**src/rtl/seven_seg_mux_scanner_pkg.sv**
```systemverilog
// Shared definitions for the seven-segment scanner: hex-to-segment table,
// the all-off segment pattern and the digit index width helper.
package seven_seg_pkg;

  // Active-low segment pattern {g,f,e,d,c,b,a} with every segment dark
  localparam logic [6:0] SEG_OFF = 7'h7F;

  // Active-low patterns for hex values 0..F; element 0 is the rightmost entry
  localparam logic [15:0][6:0] HEX7_TABLE = {
    7'h0E, 7'h06, 7'h21, 7'h46,   // F E d C
    7'h03, 7'h08, 7'h10, 7'h00,   // b A 9 8
    7'h78, 7'h02, 7'h12, 7'h19,   // 7 6 5 4
    7'h30, 7'h24, 7'h79, 7'h40    // 3 2 1 0
  };

  // Width of the digit index; never narrower than one bit
  function automatic int idx_width(input int num_digits);
    if (num_digits > 1) begin
      return $clog2(num_digits);
    end else begin
      return 1;
    end
  endfunction

endpackage

```
**src/rtl/seven_seg_mux_scanner_if.sv**
```systemverilog
// Digit bus and display pin bundle between the datapath and the scanner.
// master: datapath side (drives values/controls, observes pins).
// slave:  scanner side (consumes values, drives anode/segment pins).
interface seven_seg_mux_scanner_if import seven_seg_pkg::*; #(
  parameter int NUM_DIGITS = 4
) ();

  localparam int IDX_W = idx_width(NUM_DIGITS);

  logic                    enable;
  logic [4*NUM_DIGITS-1:0] digits;
  logic [NUM_DIGITS-1:0]   dp_in;
  logic [NUM_DIGITS-1:0]   blank;
  logic [NUM_DIGITS-1:0]   anode;
  logic [6:0]              seg;
  logic                    dp;
  logic [IDX_W-1:0]        digit_idx;

  modport master (
    output enable, digits, dp_in, blank,
    input  anode, seg, dp, digit_idx
  );

  modport slave (
    input  enable, digits, dp_in, blank,
    output anode, seg, dp, digit_idx
  );

endinterface

```
**src/rtl/seven_seg_mux_scanner_hex_to_seg7.sv**
```systemverilog
// Combinational 4-bit hex to active-low 7-segment decoder.
module hex_to_seg7 import seven_seg_pkg::*; (
  input  logic [3:0] value,
  output logic [6:0] seg
);

  // Table lookup of the segment pattern for the hex value
  always_comb begin
    seg = HEX7_TABLE[value];
  end

endmodule

```
**src/rtl/seven_seg_mux_scanner.sv**
```systemverilog
// Time-multiplexed driver for an N-digit common-anode seven-segment display.
// A prescaler sets the dwell per digit; the first GUARD cycles of each dwell
// keep all anodes off to avoid ghosting. All pin outputs are registered.
// Optional build macro LEADING_ZERO_BLANK_EN: darkens zero digits above the
// highest non-zero digit (digit 0 always stays lit).
module seven_seg_mux_scanner import seven_seg_pkg::*; #(
  parameter int NUM_DIGITS = 4,
  parameter int PRESCALE   = 100000,
  parameter int GUARD      = 0
) (
  input logic                    clock,
  input logic                    reset,
  seven_seg_mux_scanner_if.slave bus
);

  localparam int               IDX_W     = idx_width(NUM_DIGITS);
  localparam int               CNT_W     = $clog2(PRESCALE);
  localparam logic [CNT_W-1:0] CNT_LAST  = CNT_W'(PRESCALE - 1);
  localparam logic [IDX_W-1:0] IDX_LAST  = IDX_W'(NUM_DIGITS - 1);

  logic [CNT_W-1:0]      count_r;
  logic [IDX_W-1:0]      idx_r;
  logic [3:0]            cur_value_s;
  logic [6:0]            dec_seg_s;
  logic                  in_guard_s;
  logic                  suppressed_s;
  logic                  dark_s;
  logic [NUM_DIGITS-1:0] anode_s;
  logic [6:0]            seg_s;
  logic                  dp_s;
  logic [NUM_DIGITS-1:0] anode_r;
  logic [6:0]            seg_r;
  logic                  dp_r;

  // Prescaler and digit index; both freeze while the scan is disabled
  always_ff @(posedge clock or negedge reset) begin
    if (!reset) begin
      count_r <= {CNT_W{1'b0}};
      idx_r   <= {IDX_W{1'b0}};
    end else if (bus.enable) begin
      if (count_r == CNT_LAST) begin
        count_r <= {CNT_W{1'b0}};
        if (idx_r == IDX_LAST) begin
          idx_r <= {IDX_W{1'b0}};
        end else begin
          idx_r <= idx_r + IDX_W'(1);
        end
      end else begin
        count_r <= count_r + CNT_W'(1);
        idx_r   <= idx_r;
      end
    end else begin
      count_r <= count_r;
      idx_r   <= idx_r;
    end
  end

  // Guard window at the start of each dwell; absent entirely when GUARD is 0
  generate
    if (GUARD > 0) begin : g_guard
      localparam logic [CNT_W-1:0] CNT_GUARD = CNT_W'(GUARD);
      assign in_guard_s = (count_r < CNT_GUARD);
    end else begin : g_no_guard
      assign in_guard_s = 1'b0;
    end
  endgenerate

`ifdef LEADING_ZERO_BLANK_EN
  logic [NUM_DIGITS-1:0] zero_run_s;

  // zero_run_s[i] is set when digit i and every digit above it are zero
  always_comb begin
    zero_run_s = {NUM_DIGITS{1'b0}};
    zero_run_s[NUM_DIGITS-1] = (bus.digits[4*(NUM_DIGITS-1) +: 4] == 4'h0);
    for (int i = NUM_DIGITS - 2; i >= 0; i--) begin
      zero_run_s[i] = zero_run_s[i+1] & (bus.digits[4*i +: 4] == 4'h0);
    end
  end

  // Digit 0 is always shown so a zero value never leaves the display blank
  assign suppressed_s = zero_run_s[idx_r] & (idx_r != {IDX_W{1'b0}});
`else
  assign suppressed_s = 1'b0;
`endif

  assign cur_value_s = bus.digits[{idx_r, 2'b00} +: 4];

  hex_to_seg7 u_hex_to_seg7 (
    .value (cur_value_s),
    .seg   (dec_seg_s)
  );

  // Next pin values: either fully dark or exactly one anode pulled low
  always_comb begin
    dark_s  = !bus.enable || in_guard_s || bus.blank[idx_r] || suppressed_s;
    anode_s = {NUM_DIGITS{1'b1}};
    seg_s   = SEG_OFF;
    dp_s    = 1'b1;
    if (dark_s) begin
      anode_s = {NUM_DIGITS{1'b1}};
      seg_s   = SEG_OFF;
      dp_s    = 1'b1;
    end else begin
      anode_s[idx_r] = 1'b0;
      seg_s          = dec_seg_s;
      dp_s           = ~bus.dp_in[idx_r];
    end
  end

  // Pin registers; reset leaves the display dark
  always_ff @(posedge clock or negedge reset) begin
    if (!reset) begin
      anode_r <= {NUM_DIGITS{1'b1}};
      seg_r   <= SEG_OFF;
      dp_r    <= 1'b1;
    end else begin
      anode_r <= anode_s;
      seg_r   <= seg_s;
      dp_r    <= dp_s;
    end
  end

  assign bus.anode     = anode_r;
  assign bus.seg       = seg_r;
  assign bus.dp        = dp_r;
  assign bus.digit_idx = idx_r;

endmodule

```
**src/flat_wrapper.sv**
```systemverilog
// flat-port wrapper written by rule: the top's interface ports become plain ports
module seven_seg_mux_scanner_flat import seven_seg_pkg::*;
#(
  parameter int NUM_DIGITS = 4,
  parameter int PRESCALE   = 100000,
  parameter int GUARD      = 0
)
  (clock, reset, bus_enable, bus_digits, bus_dp_in, bus_blank, bus_anode, bus_seg, bus_dp, bus_digit_idx);
  seven_seg_mux_scanner_if #(.NUM_DIGITS(NUM_DIGITS)) bus_i ();
  input logic clock;
  input logic reset;
  input wire logic [$bits(bus_i.enable)-1:0] bus_enable;
  input wire logic [$bits(bus_i.digits)-1:0] bus_digits;
  input wire logic [$bits(bus_i.dp_in)-1:0] bus_dp_in;
  input wire logic [$bits(bus_i.blank)-1:0] bus_blank;
  output wire logic [$bits(bus_i.anode)-1:0] bus_anode;
  output wire logic [$bits(bus_i.seg)-1:0] bus_seg;
  output wire logic [$bits(bus_i.dp)-1:0] bus_dp;
  output wire logic [$bits(bus_i.digit_idx)-1:0] bus_digit_idx;
  assign bus_i.enable = bus_enable;
  assign bus_i.digits = bus_digits;
  assign bus_i.dp_in = bus_dp_in;
  assign bus_i.blank = bus_blank;
  assign bus_anode = bus_i.anode;
  assign bus_seg = bus_i.seg;
  assign bus_dp = bus_i.dp;
  assign bus_digit_idx = bus_i.digit_idx;
  seven_seg_mux_scanner #(.NUM_DIGITS(NUM_DIGITS), .PRESCALE(PRESCALE), .GUARD(GUARD)) u_core (.clock(clock), .reset(reset), .bus(bus_i));
endmodule
```
**config.mk**
```make
export PLATFORM = sky130hd
export DESIGN_NAME = seven_seg_mux_scanner_flat
export DESIGN_NICKNAME = d
export VERILOG_FILES = /design/src/rtl/seven_seg_mux_scanner_pkg.sv /design/src/rtl/seven_seg_mux_scanner_if.sv /design/src/rtl/seven_seg_mux_scanner_hex_to_seg7.sv /design/src/rtl/seven_seg_mux_scanner.sv /design/src/flat_wrapper.sv
export SDC_FILE = /design/constraint.sdc
export NUM_CORES = 1
export LEC_CHECK = 0
export ABC_AREA = 1
export CAP_MARGIN = 40
export CORE_ASPECT_RATIO = 0.75
export CORE_MARGIN = 3
export CORE_UTILIZATION = 52
export CTS_CLUSTER_SIZE = 40
export DETAILED_ROUTE_END_ITERATION = 12
export HOLD_SLACK_MARGIN = 0.06
export PLACE_DENSITY = 0.8
export SLEW_MARGIN = 20
export SYNTH_ARGS = -nofsm -noshare
export SYNTH_HDL_FRONTEND = slang
export SYNTH_SLANG_ARGS = --single-unit
export TNS_END_PERCENT = 1
```
**constraint.sdc**
```tcl
create_clock -name clock -period 1.87 [get_ports clock]
set_clock_uncertainty 0.1 [all_clocks]
set_input_delay 0.2805 -clock clock [delete_from_list [all_inputs] [get_ports clock]]
set_output_delay 0.2805 -clock clock [all_outputs]
set_load 0.01 [all_outputs]
```
## Word level (Yosys, flattened, before mapping)

Memory sizes are Yosys's and may differ from the RTL's.
Cells that the tools add are included.

- Flip-flop bits (word level): 31
- Memory bits (read-only): 112
- Input port bits: 27
- Logic and storage cells: 32
- Memories: 1

Memories:

| memory | depth | width | read ports | clocked after Yosys merged registers in | write ports | line | source |
|---|---|---|---|---|---|---|---|
| (name not given) | 16 | 7 | 1 | 0 | 0 | seven_seg_mux_scanner_hex_to_seg7.sv:9 | `seg = HEX7_TABLE[value];` |

- $add $sub $neg: 2
- Order comparisons: 3
- Eq/ne operators: 2
- Shifts and indexed selects: 1
- Mux-type cells: 12
- Bitwise logic cells: 2
- Reduce and logical (&&, ||, !) cells: 4

Operator list:

| kind | number |
|---|---|
| adder 17 x 1 -> 17 bit, second input constant | 1 |
| equality test 17 bit, second input constant | 1 |
| two-way mux 17 bit | 1 |
| variable part select 16 x 5 -> 4 bit | 1 |
| two-way mux 7 bit | 2 |
| < comparator 4 x 5 -> 1 bit, second input constant | 1 |
| binary-select mux 1 bit (select 2 bit) | 2 |
| two-way mux 1 bit | 4 |
| two-way mux 4 bit | 1 |
| inverter 4 bit | 1 |
| < comparator 2 x 3 -> 1 bit, second input constant | 1 |
| adder 2 x 1 -> 2 bit, second input constant | 1 |
| demux 1 bit (select 2 bit) | 1 |
| equality test 2 bit, second input constant | 1 |
| >= comparator 2 x 1 -> 1 bit, second input constant | 1 |
| two-way mux 2 bit | 1 |
| AND reduction 2 bit | 1 |
| logical AND 1 bit | 1 |
| zero test 1 bit | 1 |
| logical OR 1 bit | 1 |
| inverter 1 bit | 1 |

## Longest topological paths before layout

Gate-level depths: netlist (run 1).

- Word-level depth: 6
- Gate-level depth with buffers: 11
- Mapped depth without buffers: 10

## By module

From an unflattened synthesis (run 1), not the netlist that was laid out.

- Cell total of the unflattened synthesis: 269
- Area total of the unflattened synthesis: 1,951.9 µm²

By module, submodules not included:

| module | times used | cells an instance | area an instance (µm²) | sequential area each (µm²) |
|---|---|---|---|---|
| seven_seg_mux_scanner | 1 | 218 | 1,676.6 | 790.8 |
| hex_to_seg7 | 1 | 51 | 275.3 | 0.0 |

## Worst setup path after synthesis (run 1)

No wires, ideal clock.

- Path kind: reg2reg
- Start: register u_core.idx_r[0] (netlist: u_core.bus.digit_idx[0])
- End: register u_core.seg_r[5] (netlist: u_core.bus.seg[5])
- Arrival time: 1.549 ns
- Setup slack: 0.142 ns
- Cell stages (with the launch flop): 12
- Path buffers: 1
- Period minus slack after synthesis: 1.728 ns
- Cell sequence: dfrtp_1 inv_2 buf_6 nand2_1 nand3_1 nand2_1 inv_1 ha_1 nand3_1 nand2_1 nand2_1 nand3_2

- Longest elaborated chain between the ends: 4
- Elaborated cells between the ends (all ways): 7

Ends and longest elaborated chain:

| element | line | source |
|---|---|---|
| start, declared | seven_seg_mux_scanner.sv:22 | `logic [IDX_W-1:0] idx_r;` |
| start signal, assigned | seven_seg_mux_scanner.sv:39 | `idx_r <= {IDX_W{1'b0}};` |
| start signal, assigned | seven_seg_mux_scanner.sv:44 | `idx_r <= {IDX_W{1'b0}};` |
| start signal, assigned | seven_seg_mux_scanner.sv:46 | `idx_r <= idx_r + IDX_W'(1);` |
| variable part select 16 x 5 -> 4 bit or binary-select mux 1 bit (select 2 bit) (tied branches) | seven_seg_mux_scanner.sv:86, seven_seg_mux_scanner.sv:95 |  |
| memory read (16 x 7 bit) or two-way mux 1 bit (tied branches) | -- |  |
| two-way mux 7 bit (not written as such) or logical OR 1 bit (tied branches) | seven_seg_mux_scanner_hex_to_seg7.sv:9, seven_seg_mux_scanner.sv:95 |  |
| two-way mux 7 bit (*) | seven_seg_mux_scanner.sv:99 | `if (dark_s) begin` |
| net u_core.seg_s[5] | seven_seg_mux_scanner.sv:29 | `logic [6:0] seg_s;` |
| end signal, assigned | seven_seg_mux_scanner.sv:118 | `seg_r <= seg_s;` |
| end, declared | seven_seg_mux_scanner.sv:32 | `logic [6:0] seg_r;` |

Mark *: on every way through the listed nets, which the timed path passes. The rest lies on a longest branch. The select of a mux whose other input is x is not followed.
A chain may end at the register's enable or synchronous reset.

## Final worst setup path (run 1)

- Start: register u_core.idx_r[0] (netlist: u_core.bus.digit_idx[0])
- End: output port bus_digit_idx[0]

RTL lines:

| element | line | source |
|---|---|---|
| end, declared | flat_wrapper.sv:19 | `output wire logic [$bits(bus_i.digit_idx)-1:0] bus_digit_idx;` |

No word-level cell between the ends.

==> results by stage, run 1 <==
Routing:
- Before antenna repair, the detailed router went through 5 iterations.
- Summed over all layers, the routed wires come to between 5000 and 6000 µm.
- The detail route stage leaves a number of antenna-violating nets equal to 0.
- The total number of vias is a little over 2000.
- The first routing iteration left 128 violations.
- The number of remaining DRC errors is 0.
- The number of vias per cell is 5.165.
- The final routed wire length divided by cell count is ~13 µm.

Placement:
- The HPWL after detailed placement is around 4200 µm.
- At the end of routability-driven placement, the weighted congestion stood at ~1.0.
- The number of cells in the design after placement is roughly 390.
- In this run the tool buffered the top-level ports with 40 buffer cells.
- The cell area reported after detailed placement is ~2600 µm².

Layout:
- Across the whole layout, storage elements account for between 700 and 800 µm².
- The layout overhead on the synthesized area is 28.99%.
- The number of antenna diodes in the final layout is 0.
- The ratio of cells with drive above 1 in the final layout is a little under a fifth.
- The layout has a little under 300 filler cells.
- Once layout is complete, the utilization of the core stands at slightly above 70%.
- After routing the design area is around 2700 µm².
- The multi-input combinational cells in the finished layout cover a total of approximately 1100 µm².
- In the final design database the tool counted approximately 390 nets.
- The count of non-filler cells in the finished layout is 400.

Clock network:
- The level count of the clock H-tree is 2.
- The post-CTS setup-driven buffer insertion count is 0.
- The clock buffer count from CTS is 5.
- The clock-pin slew on the worst setup and hold paths is ~0.07 ns.
- The maximum buffer depth of the clock tree is 2.
- Clock tree synthesis selected as its root buffer the cell sky130_fd_sc_hd__clkbuf_8.
- TritonCTS built the clock tree.
- For this design, the sink count on the clock tree is 31.
- For the worst-skew pair, the clock arrives at the later sink with an insertion delay of a little under 0.3 ns.

Power and ir drop:
- Total power for the finished layout comes to roughly 2.2 mW.
- Power spread over the standard cell area amounts to between 800 and 900 nW/µm².
- The analysis attributes to cell leakage a power of between 1 and 1.5 nW.
- The maximum VDD drop is approximately 0.57 mV.

Timing:
- The number of endpoints with negative hold slack in the final report is 0.
- After layout, the minimum clock period comes to 1.857 ns.
- The pin slew with the least headroom to its limit is approximately 0.39 ns.
- Setup violations remaining at the end of the flow were counted as 0.
- Final hold analysis gives a worst-case slack of roughly 0.29 ns.
- Static timing analysis puts the maximum clock frequency at around 540 MHz.
- The number of slew-limit violations in the final report came to 0.
- Setup repair after global routing could not meet its margin everywhere.
- The worst pin sits at a relative slew slack of between 70% and 80%.
- Dividing the final minimum period by the clock period gives ~99%.

Worst setup path:
- In this run the critical register-to-register path is captured at u_core.bus.seg[0].
- STA classifies the critical path startpoint as a flop.
- The worst reg-to-reg path cell count is 9.
- Data on the critical path arrives at its endpoint at about 1.5 ns.
- The peak fanout along the critical path is 11.
- The launch point of the worst reg-to-reg path is u_core.bus.digit_idx[0].
- The worst endpoint required time is approximately 1.5 ns.
- Traced cell by cell, the critical path runs through buf_6 > clkdlybuf4s50_1.
- The capturing element type of the critical path is an output pin.
- The slowest cell on the critical path is sky130_fd_sc_hd__clkdlybuf4s50_1.
- The critical path in this run is classified as flop to output pin.
- The worst reg-to-reg setup slack is approximately 0.11 ns.
- The delay contributed by the slowest stage of the critical path is 0.54 ns.

Global routing:
- The number of antenna violations at the first check in global routing is 0.
- The number of global-route vias before repair was around 1900.
- The overall fraction of global-route tracks in use is 23.50%.
- The first-pass GRT wire length is 8659 µm.
- The pin count of the biggest net entering global routing is 32.
- Global routing finished with a remaining overflow of 0.

Floorplan:
- The placeable core region is roughly 3800 µm².
- The initial utilization of the core area, before any placement, comes to a little under three fifths.
- During I/O placement, the number of pins put on the boundary was 41.
- In this run the vertical extent of the chip is 61.34 µm.
- The width of the chip is ~80 µm.
- The floorplan row count is 19.
- The floorplan step defined a die boundary enclosing ~5000 µm².

Yosys:
- The register area share after synthesis is 37.24%.
- Counting every net in the synthesized netlist gives 332.
- Each instance of the synthesized netlist takes up on average 7.222 µm².
- The yosys synthesis warning count is 0.
- The cell area that synthesis handed to floorplanning was around 2100 µm².
- The gate count after technology mapping is just under 300.
- The number of distinct standard cells referenced by the synthesized netlist is 26.
- The number of storage elements in the synthesis netlist is 31.

Run:
- Across the run, the number of max-cap violations was 0.

Outcome:
- The flow ran to the end, and the final reports show no timing, DRC or antenna violations.

Worst hold path:
- The worst hold-check path type is input pin to asynchronous set/reset pin.
[cell usage after synthesis]
library cell               count  area share (%)
sky130_fd_sc_hd__nand2_1      89              16
sky130_fd_sc_hd__nor2_1       37             6.5
sky130_fd_sc_hd__nand3_1      35             8.2
sky130_fd_sc_hd__inv_1        32             5.7
sky130_fd_sc_hd__dfrtp_1      19              22
sky130_fd_sc_hd__dfstp_2      12              15
sky130_fd_sc_hd__ha_1         11             6.5
sky130_fd_sc_hd__nand2_2       9             2.7
sky130_fd_sc_hd__nand3_2       9             4.2
sky130_fd_sc_hd__nand4_1       6             1.8
sky130_fd_sc_hd__inv_2         5            0.88
sky130_fd_sc_hd__xor2_1        5             2.1
sky130_fd_sc_hd__o21ai_0       4            0.94
sky130_fd_sc_hd__nor2_2        3            0.88
sky130_fd_sc_hd__nor3_1        3            0.71
sky130_fd_sc_hd__a21oi_1       2            0.47
sky130_fd_sc_hd__buf_4         2            0.71
sky130_fd_sc_hd__nand2_4       2             1.1
sky130_fd_sc_hd__o21bai_1      2            0.71
sky130_fd_sc_hd__a21oi_2       1            0.41
sky130_fd_sc_hd__buf_12        1            0.94
sky130_fd_sc_hd__buf_2         1            0.24
sky130_fd_sc_hd__buf_6         1            0.53
sky130_fd_sc_hd__nand3b_1      1            0.35
sky130_fd_sc_hd__o21ai_1       1            0.24
sky130_fd_sc_hd__o22ai_1       1            0.29
[per-stage QoR]
step,setup TNS (ns),setup WS (ns)
2_1_floorplan,0,0.1419
3_3_place_gp,0,0.02826
3_5_place_dp,-0.05096,-0.02592
4_1_cts,0,0.006721
5_1_grt,-0.1039,-0.04998
6_report,0,0.01259
[cell usage in the layout, fill, tap and decap left out, drive strengths merged, types with 2 or more instances in the layout]
| master | instances |
|---|---|
| a21oi | 3 |
| buf | 11 |
| clkbuf | 7 |
| clkdlybuf4s50 | 40 |
| dfrtp | 19 |
| dfstp | 12 |
| ha | 11 |
| inv | 37 |
| nand2 | 100 |
| nand3 | 44 |
| nand4 | 6 |
| nor2 | 40 |
| nor3 | 3 |
| o21ai | 5 |
| o21bai | 2 |
| xor2 | 5 |
[worst max path at each step]
| stage | startpoint | end | slack [ns] | cells after the start |
|---|---|---|---|---|
| 2_1_floorplan | u_core.bus.digit_idx[0] | u_core.bus.seg[5] | 0.14 | 11 |
| 3_3_place_gp | bus_digits[12] | u_core.bus.seg[3] | 0.03 | 10 |
| 3_5_place_dp | bus_digits[12] | u_core.bus.seg[3] | -0.03 | 10 |
| 4_1_cts | u_core.bus.digit_idx[0] | bus_digit_idx[0] | 0.007 | 2 |
| 5_1_grt | u_core.bus.digit_idx[0] | bus_digit_idx[0] | -0.05 | 2 |
| 6_report | u_core.bus.digit_idx[0] | bus_digit_idx[0] | 0.01 | 2 |
[kinds of logic after synthesis]
| group | Yosys count | share of synthesized area (%) |
|---|---|---|
| DFF | 31 | 37.24 |
| adders and majority gates | 11 | 6.482 |
| and+or+nand+nor | 194 | 42.19 |
| xor gates and xnor gates | 5 | 2.062 |
| buffers and inverters | 42 | 8.957 |
| AOI/OAI and AO/OA | 11 | 3.064 |
[layer usage]
metal  global-route usage [%]  part of all wire [%]  up-vias
met3                    8.187                    10        6
met1                    34.10                    48      923
met5                        0                     0        -
li1                         -                     -     1030
met2                    33.77                    41      107
met4                    5.783                  0.87        0
[flip-flops by register name (all words and copies together), names as in the netlist]
register,cells
u_core.bus.dp,1
u_core.bus.digit_idx,2
u_core.bus.seg,7
u_core.bus.anode,4
u_core.count_r,17
[power breakdown]
part | switching, mW | total (mW) | internal (mW)
Clock | 0.263 | 0.598 | 0.335
Sequential | 0.137 | 0.938 | 0.801
Combinational | 0.408 | 0.673 | 0.265
Total | 0.808 | 2.21 | 1.40
[critical path, delay by kind of cell, from the launching register on]
family   cells  cell delay [ns]
buf+inv      2             0.72
flops        1             0.46
[layout make-up]
cell class	count	share of cell area [%]
Tap cell	52	2.376
Clock buffer	7	3.518
Inverter	37	5.071
Clock inverter	1	0.2741
Timing Repair Buffer	51	17.91
Sequential cell	31	28.96
Multi-Input combinational cell	221	41.89
[what timing repair did]
action | 4_1_cts | 5_1_grt
endpoints found under the setup margin | 2 | 10
hold endpoints to repair | 0 | 0
hold buffers | 0 | 0
resized for setup | 3 | 3
No activity file was read; power rests on OpenSTA's default activity.
==> run 2, diff against run 1 <==
PLACE_DENSITY = 0.88   (was 0.8)
SLEW_MARGIN = not set   (was 20)
==> run 2 against run 1 <==
Compared with the run above: global-route usage grew 0.16 points; worst setup slack improved by 0.067 ns; utilization up 0.70 points; critical path depth stayed put; fmax increased by 3.7%; via count is 0.68% higher; sequential power grew 0.6%; die area did not move; critical path type unchanged.
==> results by stage, run 2 (same netlist as run 1, synthesis figures left out) <==
Power and ir drop:
- The sequential share of power is 40.7% (-1.8 points).
- The maximum VDD drop came to 0.5985 mV (+5.7%).
- The cell area power density came to 838.9 nW/µm² (+4.0%).
- The proportion of power drawn by the clock network came to 29.8% (+2.7 points).
- The leakage dissipation is 1.376 nW (+2.4%).
- The combinational group share of total power is 29.5% (-1.0 points).
- The internal cell power is 1.498 mW (+7.0%).
- The net load switching power is 0.8216 mW (+1.7%).
- The switching part of the total power is 35.42% (-1.2 points).

Worst setup path:
- The worst register-to-register path begins at u_core.bus.digit_idx[0].
- The capturing point of the worst reg2reg path is u_core.bus.seg[0].
- The worst endpoint required time was 1.49 ns (about the same).
- The worst reg-to-reg setup slack is 0.12 ns (about the same).
- The capturing element type of the critical path is an output pin.
- The peak fanout along the critical path was 7 (-4).
- The arrival time reported for the critical path endpoint is 1.41 ns (-0.07 ns).
- The type of the worst setup path is flop to output pin.
- The worst setup path is launched from a flop.
- The worst reg-to-reg path cell count is 10 (+1).

Worst hold path:
- The path class of the tightest hold or removal check is input pin to asynchronous set/reset pin.

Placement:
- The HPWL after detailed placement is 4007 µm (-3.8%).
- The number of buffers added on ports is 40 (unchanged).
- The number of cells in the design after placement is 392 (unchanged).
- The global placement routability congestion came to 0.9653 (-4.4%).

Timing:
- The number of endpoints with negative hold slack in the final report was 0 (unchanged).
- The final period demand of the worst path is 1.791 ns (-0.06672 ns).
- Setup repair after global routing left no endpoint under its margin.
- The pin slew with the least headroom to its limit was 0.3898 ns (-0.0005493 ns).
- The number of slew-limit violations in the final report came to 0 (unchanged).
- The worst max-slew margin expressed relative to the limit is 74.02% (about the same).
- The final critical-path share of the clock period is 95.76% (-3.6 points).
- The final count of negative-setup-slack endpoints came to 0 (unchanged).
- The final worst hold slack is 0.2842 ns (-0.003017 ns).
- The upper clock frequency limit was 558.4 MHz (+3.7%).
- The post-route setup TNS is 0 ns (unchanged).

Routing:
- The number of remaining DRC errors is 0 (unchanged).
- The remaining antenna violation count after routing was 0 (unchanged).
- The final routed wire length divided by cell count was 13.16 µm (-0.11%).
- The wire length after detailed routing is 5265 µm (-0.11%).
- The iteration-0 DRC count of the detailed router is 162 (+27%).
- The first-pass detailed-route iteration total was 4 (-1).
- The number of vias per cell is 5.200 (+0.68%).
- The total number of vias is 2080 (+0.68%).

Layout:
- The number of flip-flops under the largest register name is 17 (unchanged).
- The area of combinational cells with multiple inputs came to 1157 µm² (+0.87%).
- The count of non-filler cells in the finished layout is 400 (unchanged).
- The area taken by flip-flops and latches is 793.3 µm² (unchanged).
- The largest register by flop count is u_core.count_r.
- The post-layout net count is 385 (unchanged).
- The diode insertion count for antenna repair came to 0 (unchanged).
- The layout overhead on the synthesized area is 30.23%.
- In the layout the commonest cells are sky130_fd_sc_hd__nand2_1, sky130_fd_sc_hd__clkdlybuf4s50_1, sky130_fd_sc_hd__nor2_1.
- The ratio of cells with drive above 1 in the final layout is 18.68% (+0.29 points).
- The post-route core utilization came to 73.15% (+0.70 points).
- The leading cell type in the layout, fill and taps excluded is sky130_fd_sc_hd__nand2_1.
- The filler cell count in the final layout came to 282 (-4.1%).

Clock network:
- The buffer type at the clock tree root is sky130_fd_sc_hd__clkbuf_8.
- The clock insertion delay at the later pin of the skew report is 0.29 ns (about the same).
- The post-cts repair resize count came to 3 (unchanged).
- The total of hold buffers inserted after clock tree synthesis is 0 (unchanged).
- The post-CTS setup-driven buffer insertion count came to 0 (unchanged).
- The maximum buffer depth of the clock tree was 2 (unchanged).
- The sink count of the clock tree came to 31 (unchanged).
- The level count of the clock H-tree is 2 (unchanged).
- TritonCTS built the clock tree.
- The clock-pin slew on the worst setup and hold paths is 0.07 ns (about the same).
- The clock buffer count from CTS is 5 (unchanged).

Run:
- The max capacitance violation total is 0 (unchanged).

Floorplan:
- The width of the chip is 79.79 µm (unchanged).
- The I/O pin count is 41 (unchanged).
- The vertical die dimension is 61.34 µm (unchanged).
- The initial standard-cell utilization of the core is 56.17% (unchanged).
- The placeable core region came to 3780 µm² (unchanged).
- The full die area is 4894 µm² (unchanged).
- The floorplan row count is 19 (unchanged).

Global routing:
- The number of antenna violations at the first check in global routing came to 0 (unchanged).
- The overall fraction of global-route tracks in use was 23.66% (+0.16 points).
- The pin count of the biggest net entering global routing is 32 (unchanged).
- The first-pass GRT wire length was 8645 µm (-0.16%).
- The number of global-route vias before repair was 1863 (-1.1%).
- The total global routing overflow is 0 (unchanged).

Outcome:
- The flow ran to the end, and the final reports show no timing, DRC or antenna violations.
-- run 2: worst max-delay path by stage --
stage | from | end | depth (start not counted)
after CTS | u_core.bus.digit_idx[0] | bus_digit_idx[0] | 2
after floorplan | u_core.bus.digit_idx[0] | u_core.bus.seg[5] | 11
after global placement | bus_digits[12] | u_core.bus.seg[1] | 9
final | u_core.bus.digit_idx[1] | bus_digit_idx[1] | 2
after global routing | u_core.bus.digit_idx[1] | bus_digit_idx[1] | 2
after detailed placement | bus_digits[4] | u_core.bus.seg[0] | 10
-- run 2: stage by stage --
step | setup slack, ns | power, mW | instance area (µm²)
detailed placement | -0.02377 | 1.605 | 2620
finish | 0.07931 | 2.320 | 2765
CTS | 0.02448 | 2.306 | 2744
floorplan | 0.1419 | 1.364 | 2123
global route | 0.004192 | 2.487 | 2765
global placement | 0.06373 | 1.579 | 2620
-- run 2: layout make-up --
type                    count  share of cell area [%]
multi-input cells         221                   41.86
repair buffers             51                   17.83
flip-flops and latches     31                   28.69
inverters                  37                   5.023
well taps                  52                   2.353
clock inverters             2                   1.267
clock buffers               6                   2.986
-- run 2: metal layers --
| layer | share of wire, % | track usage [%] | up-vias |
|---|---|---|---|
| met2 | 43 | 34.13 | 93 |
| met3 | 8.6 | 8.187 | 18 |
| met1 | 46 | 33.88 | 942 |
| met5 | 0 | 0 | - |
| met4 | 2.8 | 6.747 | 0 |
| li1 | - | - | 1027 |
-- run 2: power by group through the flow --
stage | clock network (mW) | logic [mW] | registers [mW]
floorplan | 0 | 0.447 | 0.917
global placement | 0 | 0.640 | 0.939
detailed placement | 0 | 0.660 | 0.945
CTS | 0.703 | 0.669 | 0.934
global route | 0.751 | 0.769 | 0.967
finish | 0.690 | 0.685 | 0.944
-- run 2: worst max-delay path: stages, from the launching register on --
cell	delay, ns
sky130_fd_sc_hd__dfrtp_2	0.44
sky130_fd_sc_hd__buf_6	0.15
sky130_fd_sc_hd__clkdlybuf4s50_1	0.53
